### config.mk
export PLATFORM = sky130hd
export DESIGN_NAME = g_red_inv_flat
export DESIGN_NICKNAME = d
export VERILOG_FILES = /design/src/rtl/g_inv_pkg.sv /design/src/rtl/g_red_inv_if.sv /design/src/rtl/g_red_inv_rom.sv /design/src/rtl/g_red_inv.sv /design/src/flat_wrapper.sv
export SDC_FILE = /design/constraint.sdc
export NUM_CORES = 1
export LEC_CHECK = 0
export ABC_AREA = 1
export BUFFER_PORTS_ARGS = -buffer_cell sky130_fd_sc_hd__clkbuf_2
export CAP_MARGIN = 25
export CORE_UTILIZATION = 45
export CTS_CLUSTER_SIZE = 28
export DETAILED_ROUTE_END_ITERATION = 7
export GPL_TIMING_DRIVEN = 0
export HOLD_SLACK_MARGIN = 0.05
export SLEW_MARGIN = 15
export SYNTH_ARGS = -nofsm -noshare
export SYNTH_HDL_FRONTEND = slang
export SYNTH_SLANG_ARGS = --single-unit
### constraint.sdc
create_clock -name clk -period 7.5 [get_ports clk]
set_clock_uncertainty 0.05 [all_clocks]
set_input_delay 0.75 -clock clk [delete_from_list [all_inputs] [get_ports clk]]
set_output_delay 0.75 -clock clk [all_outputs]
set_load 0.02 [all_outputs]
### src/rtl/g_inv_pkg.sv
// g_inv_pkg: red-channel response table, widths and search state encoding for g_red_inv
package g_inv_pkg;
    localparam int PIX_W = 5;
    localparam int LOG_W = 8;
    localparam logic [LOG_W-1:0] CRF_RED [32] = '{
        8'h00, 8'h09, 8'h10, 8'h15, 8'h18, 8'h1C, 8'h1F, 8'h21,
        8'h23, 8'h26, 8'h27, 8'h29, 8'h2B, 8'h2C, 8'h2E, 8'h30,
        8'h32, 8'h34, 8'h36, 8'h38, 8'h39, 8'h3B, 8'h3D, 8'h3E,
        8'h40, 8'h41, 8'h43, 8'h44, 8'h46, 8'h48, 8'h4B, 8'h51
    };
    typedef enum logic [2:0] {IDLE, SET, CMP, RSET, RCMP, DONE} state_t;
endpackage

### src/rtl/g_red_inv_if.sv
// g_red_inv_if: target request and pixel result handshakes of g_red_inv
interface g_red_inv_if;
    import g_inv_pkg::*;
    logic             in_valid;
    logic             in_ready;
    logic [LOG_W-1:0] in_log;
    logic             out_valid;
    logic             out_ready;
    logic [PIX_W-1:0] out_pixel;
    modport master (output in_valid, in_log, out_ready, input in_ready, out_valid, out_pixel);
    modport slave  (input in_valid, in_log, out_ready, output in_ready, out_valid, out_pixel);
endinterface

### src/rtl/g_red_inv_rom.sv
// g_red_inv_rom: registered 32-entry red response ROM, frozen while clk_en is low
module g_red_inv_rom
    import g_inv_pkg::*;
(
    input  logic             clk,
    input  logic             clk_en,
    input  logic [PIX_W-1:0] addr,
    output logic [LOG_W-1:0] q
);
    always_ff @(posedge clk)
        if (clk_en) q <= CRF_RED[addr];
endmodule

### src/rtl/g_red_inv.sv
// g_red_inv: binary search over the red response ROM for the code matching a log-exposure target
module g_red_inv
    import g_inv_pkg::*;
#(
    parameter bit ROUND_NEAREST = 1'b1
) (
    input  logic        clk,
    input  logic        rst,
    input  logic        clk_en,
    g_red_inv_if.slave  bus
);
    state_t           state, nxt;
    logic [LOG_W-1:0] tgt, glo, rom_q;
    logic [PIX_W-1:0] res, pix, addr;
    logic [2:0]       k;
    logic             hit, up;

    g_red_inv_rom u_rom (.clk(clk), .clk_en(clk_en), .addr(addr), .q(rom_q));

    assign addr = (state == RSET) ? ((res == 5'd31) ? res : res + 5'd1) : (res | (5'd1 << k));
    assign hit  = rom_q <= tgt;
    // glo holds g(res) from the search, so rounding needs no second ROM read of res
    assign up   = (res != 5'd31) && (({1'b0, rom_q} - {1'b0, tgt}) < ({1'b0, tgt} - {1'b0, glo}));

    always_ff @(posedge clk)
        if (rst) state <= IDLE;
        else if (clk_en) state <= nxt;

    always_comb begin
        nxt = state;
        case (state)
            IDLE: nxt = bus.in_valid ? SET : IDLE;
            SET:  nxt = CMP;
            CMP:  nxt = (k != 3'd0) ? SET : (ROUND_NEAREST ? RSET : DONE);
            RSET: nxt = RCMP;
            RCMP: nxt = DONE;
            DONE: nxt = bus.out_ready ? IDLE : DONE;
            default: nxt = IDLE;
        endcase
    end

    always_comb begin
        bus.in_ready  = state == IDLE;
        bus.out_valid = state == DONE;
        bus.out_pixel = (state == DONE) ? res : pix;
    end

    always_ff @(posedge clk)
        if (rst) begin
            tgt <= '0;
            glo <= '0;
            res <= '0;
            pix <= '0;
            k   <= '0;
        end else if (clk_en) begin
            if (state == IDLE && bus.in_valid) begin
                tgt <= bus.in_log;
                glo <= '0;
                res <= '0;
                k   <= 3'd4;
            end
            if (state == CMP) begin
                if (hit) begin
                    res[k] <= 1'b1;
                    glo    <= rom_q;
                end
                if (k != 3'd0) k <= k - 3'd1;
            end
            if (state == RCMP && up) res <= res + 5'd1;
            if (state == DONE && bus.out_ready) pix <= res;
        end
endmodule
### src/flat_wrapper.sv
// flat-port wrapper written by rule: the top's interface ports become plain ports
module g_red_inv_flat import g_inv_pkg::*;
#(
    parameter bit ROUND_NEAREST = 1'b1
)
  (clk, rst, clk_en, bus_in_valid, bus_in_log, bus_out_ready, bus_in_ready, bus_out_valid, bus_out_pixel);
  g_red_inv_if bus_i ();
  input  logic clk;
  input  logic rst;
  input  logic clk_en;
  input wire logic [$bits(bus_i.in_valid)-1:0] bus_in_valid;
  input wire logic [$bits(bus_i.in_log)-1:0] bus_in_log;
  input wire logic [$bits(bus_i.out_ready)-1:0] bus_out_ready;
  output wire logic [$bits(bus_i.in_ready)-1:0] bus_in_ready;
  output wire logic [$bits(bus_i.out_valid)-1:0] bus_out_valid;
  output wire logic [$bits(bus_i.out_pixel)-1:0] bus_out_pixel;
  assign bus_i.in_valid = bus_in_valid;
  assign bus_i.in_log = bus_in_log;
  assign bus_i.out_ready = bus_out_ready;
  assign bus_in_ready = bus_i.in_ready;
  assign bus_out_valid = bus_i.out_valid;
  assign bus_out_pixel = bus_i.out_pixel;
  g_red_inv #(.ROUND_NEAREST(ROUND_NEAREST)) u_core (.clk(clk), .rst(rst), .clk_en(clk_en), .bus(bus_i));
endmodule
==> out/metrics.csv <==
metric;value;unit
startpoint;u_core.tgt[0];
grt_pass1_vias;2716;
synth_top_area_frac;0.205;
clk_path_buf_depth;2;
cts_tree;done;
p_sw;237;µW
sw_frac_of_total;0.359;
clock_latency;300;ps
dr.max_layer_used;met4;
setup_tns;0;ps
timing.rr.start;u_core.tgt[0];
vias;2965;
cts.sinks;39;
power.density;192;nW/µm²
regArea;851;µm²
multi_input_area;1950;µm²
p_comb_frac;0.355;
die_width;85.3;µm
drt.antenna.violating_nets;0;
utilization;0.526;
wl_per_cell;13.5;µm
pwr-share-seq;0.356;
path_max_fanout;5;
n_fill_cell;657;
grt.total_usage;0.218;
syn-cell-area;3120;µm²
firstDrtPassIters;5;
routed-wl-met2;3310;µm
avgSynthCellArea;6.81;µm²
clk_pin_slew;90;ps
drcViolationCount;0;
path_class;reg2reg;
drt-met1-wl;3820;µm
cts_hold_buf;0;
drive_gt1_frac;0.0948;
dr_wl_met3;261;µm
p_leak;0.00157;µW
critPathLaunchType;flip-flop;
ys_warn_count;0;
io_buffers;19;
htreeDepth;2;
rr_worst_depth;19;
power;660;µW
cts_inserted_buffers;5;
tightest_slew;582;ps
worstPathRequired;7630;ps
rsz0062_at_grt;false;
synthCells;458;
cts_setup_buffers;0;
ys_ff_latch;39;
cp-end-kind;flip-flop;
period_minus_slack;3340;ps
hp-start;u_core.glo[7];
ios;20;
fp.dieArea;7270;µm²
fin_nets;534;
cap_violations;0;
gp_congestion;0.876;
cts_root_buffer;clkbuf_8;
ys_seq_area_frac;0.273;
outcome;finished, final reports clean;
cts_resized;0;
overflow;0;
fmaxAchievable;299;MHz
ys_top_cells_by_area;dfxtp_1 (21%), ha_1 (14%), nand2_1 (12%), inv_1 (7.6%), a21oi_1 (7.5%);
worst_ep_arrival_time;3470;ps
hold_slack;397;ps
yosys.area.top_type;dfxtp_1;
place_ws;4210;ps
dp.final_hpwl;6060;µm
rows;29;
coreArea;6530;µm²
grt_start_max_net_pins;14;
ys_types;34;
synth_nets;508;
initialDrtViolationCount;128;
slew_violations;0;
antennaDiodeCount;0;
clock_power_share;0.288;
fin_ws;4160;ps
setup-violations-final;0;
die_y;85.3;µm
hold_depth;2;
period_share;0.445;
antenna_found_initial;0;
vdd_ir_drop_max;0.0000997;V
grt_pass1_wl;12500;µm
hold_viol;0;
slew_headroom;0.612;
p_int;423;µW
viasPerCell;5.28;
wirelength;7600;µm
synthToLayoutAreaGrowth;10.0;%
worstHoldPathType;reg2reg;
start_util;0.478;
[metrics by stage]
stage	instance area, µm²	std cells
2_1_floorplan	3120	458
3_3_place_gp	3310	554
3_5_place_dp	3310	554
4_1_cts	3430	562
5_1_grt	3430	562
6_report	3430	562
[synth_stat cells (all sizes together)]
library cell and instances:
nand4 8, buf 5, o21bai 1, ha 35, clkbuf 7, nor2 42
fa 2, edfxtp 7, a21oi 48, o21a 1, nand2 104, nand3 35
o211ai 4, inv 67, o21ai 31, xnor2 3, nand3b 1, dfxtp 32
nor3 10, a31oi 3, a21boi 2, xor2 10
[final cells by class]
type / count / share of cell area
Tap cell: 77 / 0.0281
Clock inverter: 2 / 0.0113
Timing Repair Buffer: 19 / 0.0277
Inverter: 67 / 0.0733
Sequential cell: 39 / 0.248
Clock buffer: 6 / 0.0241
Buffer: 12 / 0.0186
Multi-Input combinational cell: 340 / 0.569
[power groups by stage]
stage / Clock [µW] / Combinational [µW] / Sequential, µW
after global placement: 0 / 230 / 239
after floorplan: 0 / 180 / 237
final: 190 / 235 / 235
after CTS: 194 / 235 / 235
after detailed placement: 0 / 234 / 240
after global routing: 202 / 266 / 236
[worst paths after layout]
kind | to | slack, ps
worst min register to register | u_core.glo[7] | 400
worst max-delay path | u_core.res[0] | 4160
worst max register to register | u_core.res[0] | 4160
worst min-delay path | u_core.glo[7] | 400
[registers in the layout, indices dropped and copies added (netlist names)]
| register | cells |
|---|---|
| u_core.k | 3 |
| u_core.tgt | 8 |
| u_core.res | 5 |
| u_core.u_rom.q | 7 |
| u_core.glo | 8 |
| u_core.state | 3 |
| u_core.pix | 5 |
[routing by layer]
metal,track usage,vias up
li1,-,1550
met1,0.287,1343
met2,0.346,54
met3,0.0418,18
met4,0.103,0
met5,0,-
[cells in the final DEF (no fill, tap or decap), drive strengths merged]
master,n
a21boi,2
nand3b,1
bufinv,1
xor2,10
inv,68
o21ai,31
clkbuf,32
a21oi,48
xnor2,3
nor3,10
edfxtp,7
nand2,104
ha,35
nand4,8
nand3,35
o21bai,1
o211ai,4
dfxtp,32
nor2,42
fa,2
buf,5
o21a,1
a31oi,3
[cells by family (layout without fill, tap and decap cells)]
logic type      count (synthesis)  after routing  synth area share
compound gates                 90             90             0.158
xor+xnor                       13             13            0.0365
fa+ha+maj                      37             37             0.153
buf+inv                        79            106             0.101
flops                          39             39             0.273
simple gates                  200            200             0.279
[critical path, cell delays in order, from the launching register on]
cell	delay, ps
dfxtp_1	340
inv_1	60
ha_1	210
fa_1	410
o21ai_0	310
nand2_1	90
nand2_1	70
a21oi_1	80
inv_1	60
a21oi_1	50
o21bai_1	130
ha_1	260
nand2_1	90
inv_1	40
a21oi_1	210
nand4_1	170
nor2_1	290
a21oi_1	80
nor3_1	170
nor2_1	60
Note: power is estimated with default switching activity, not from simulation.
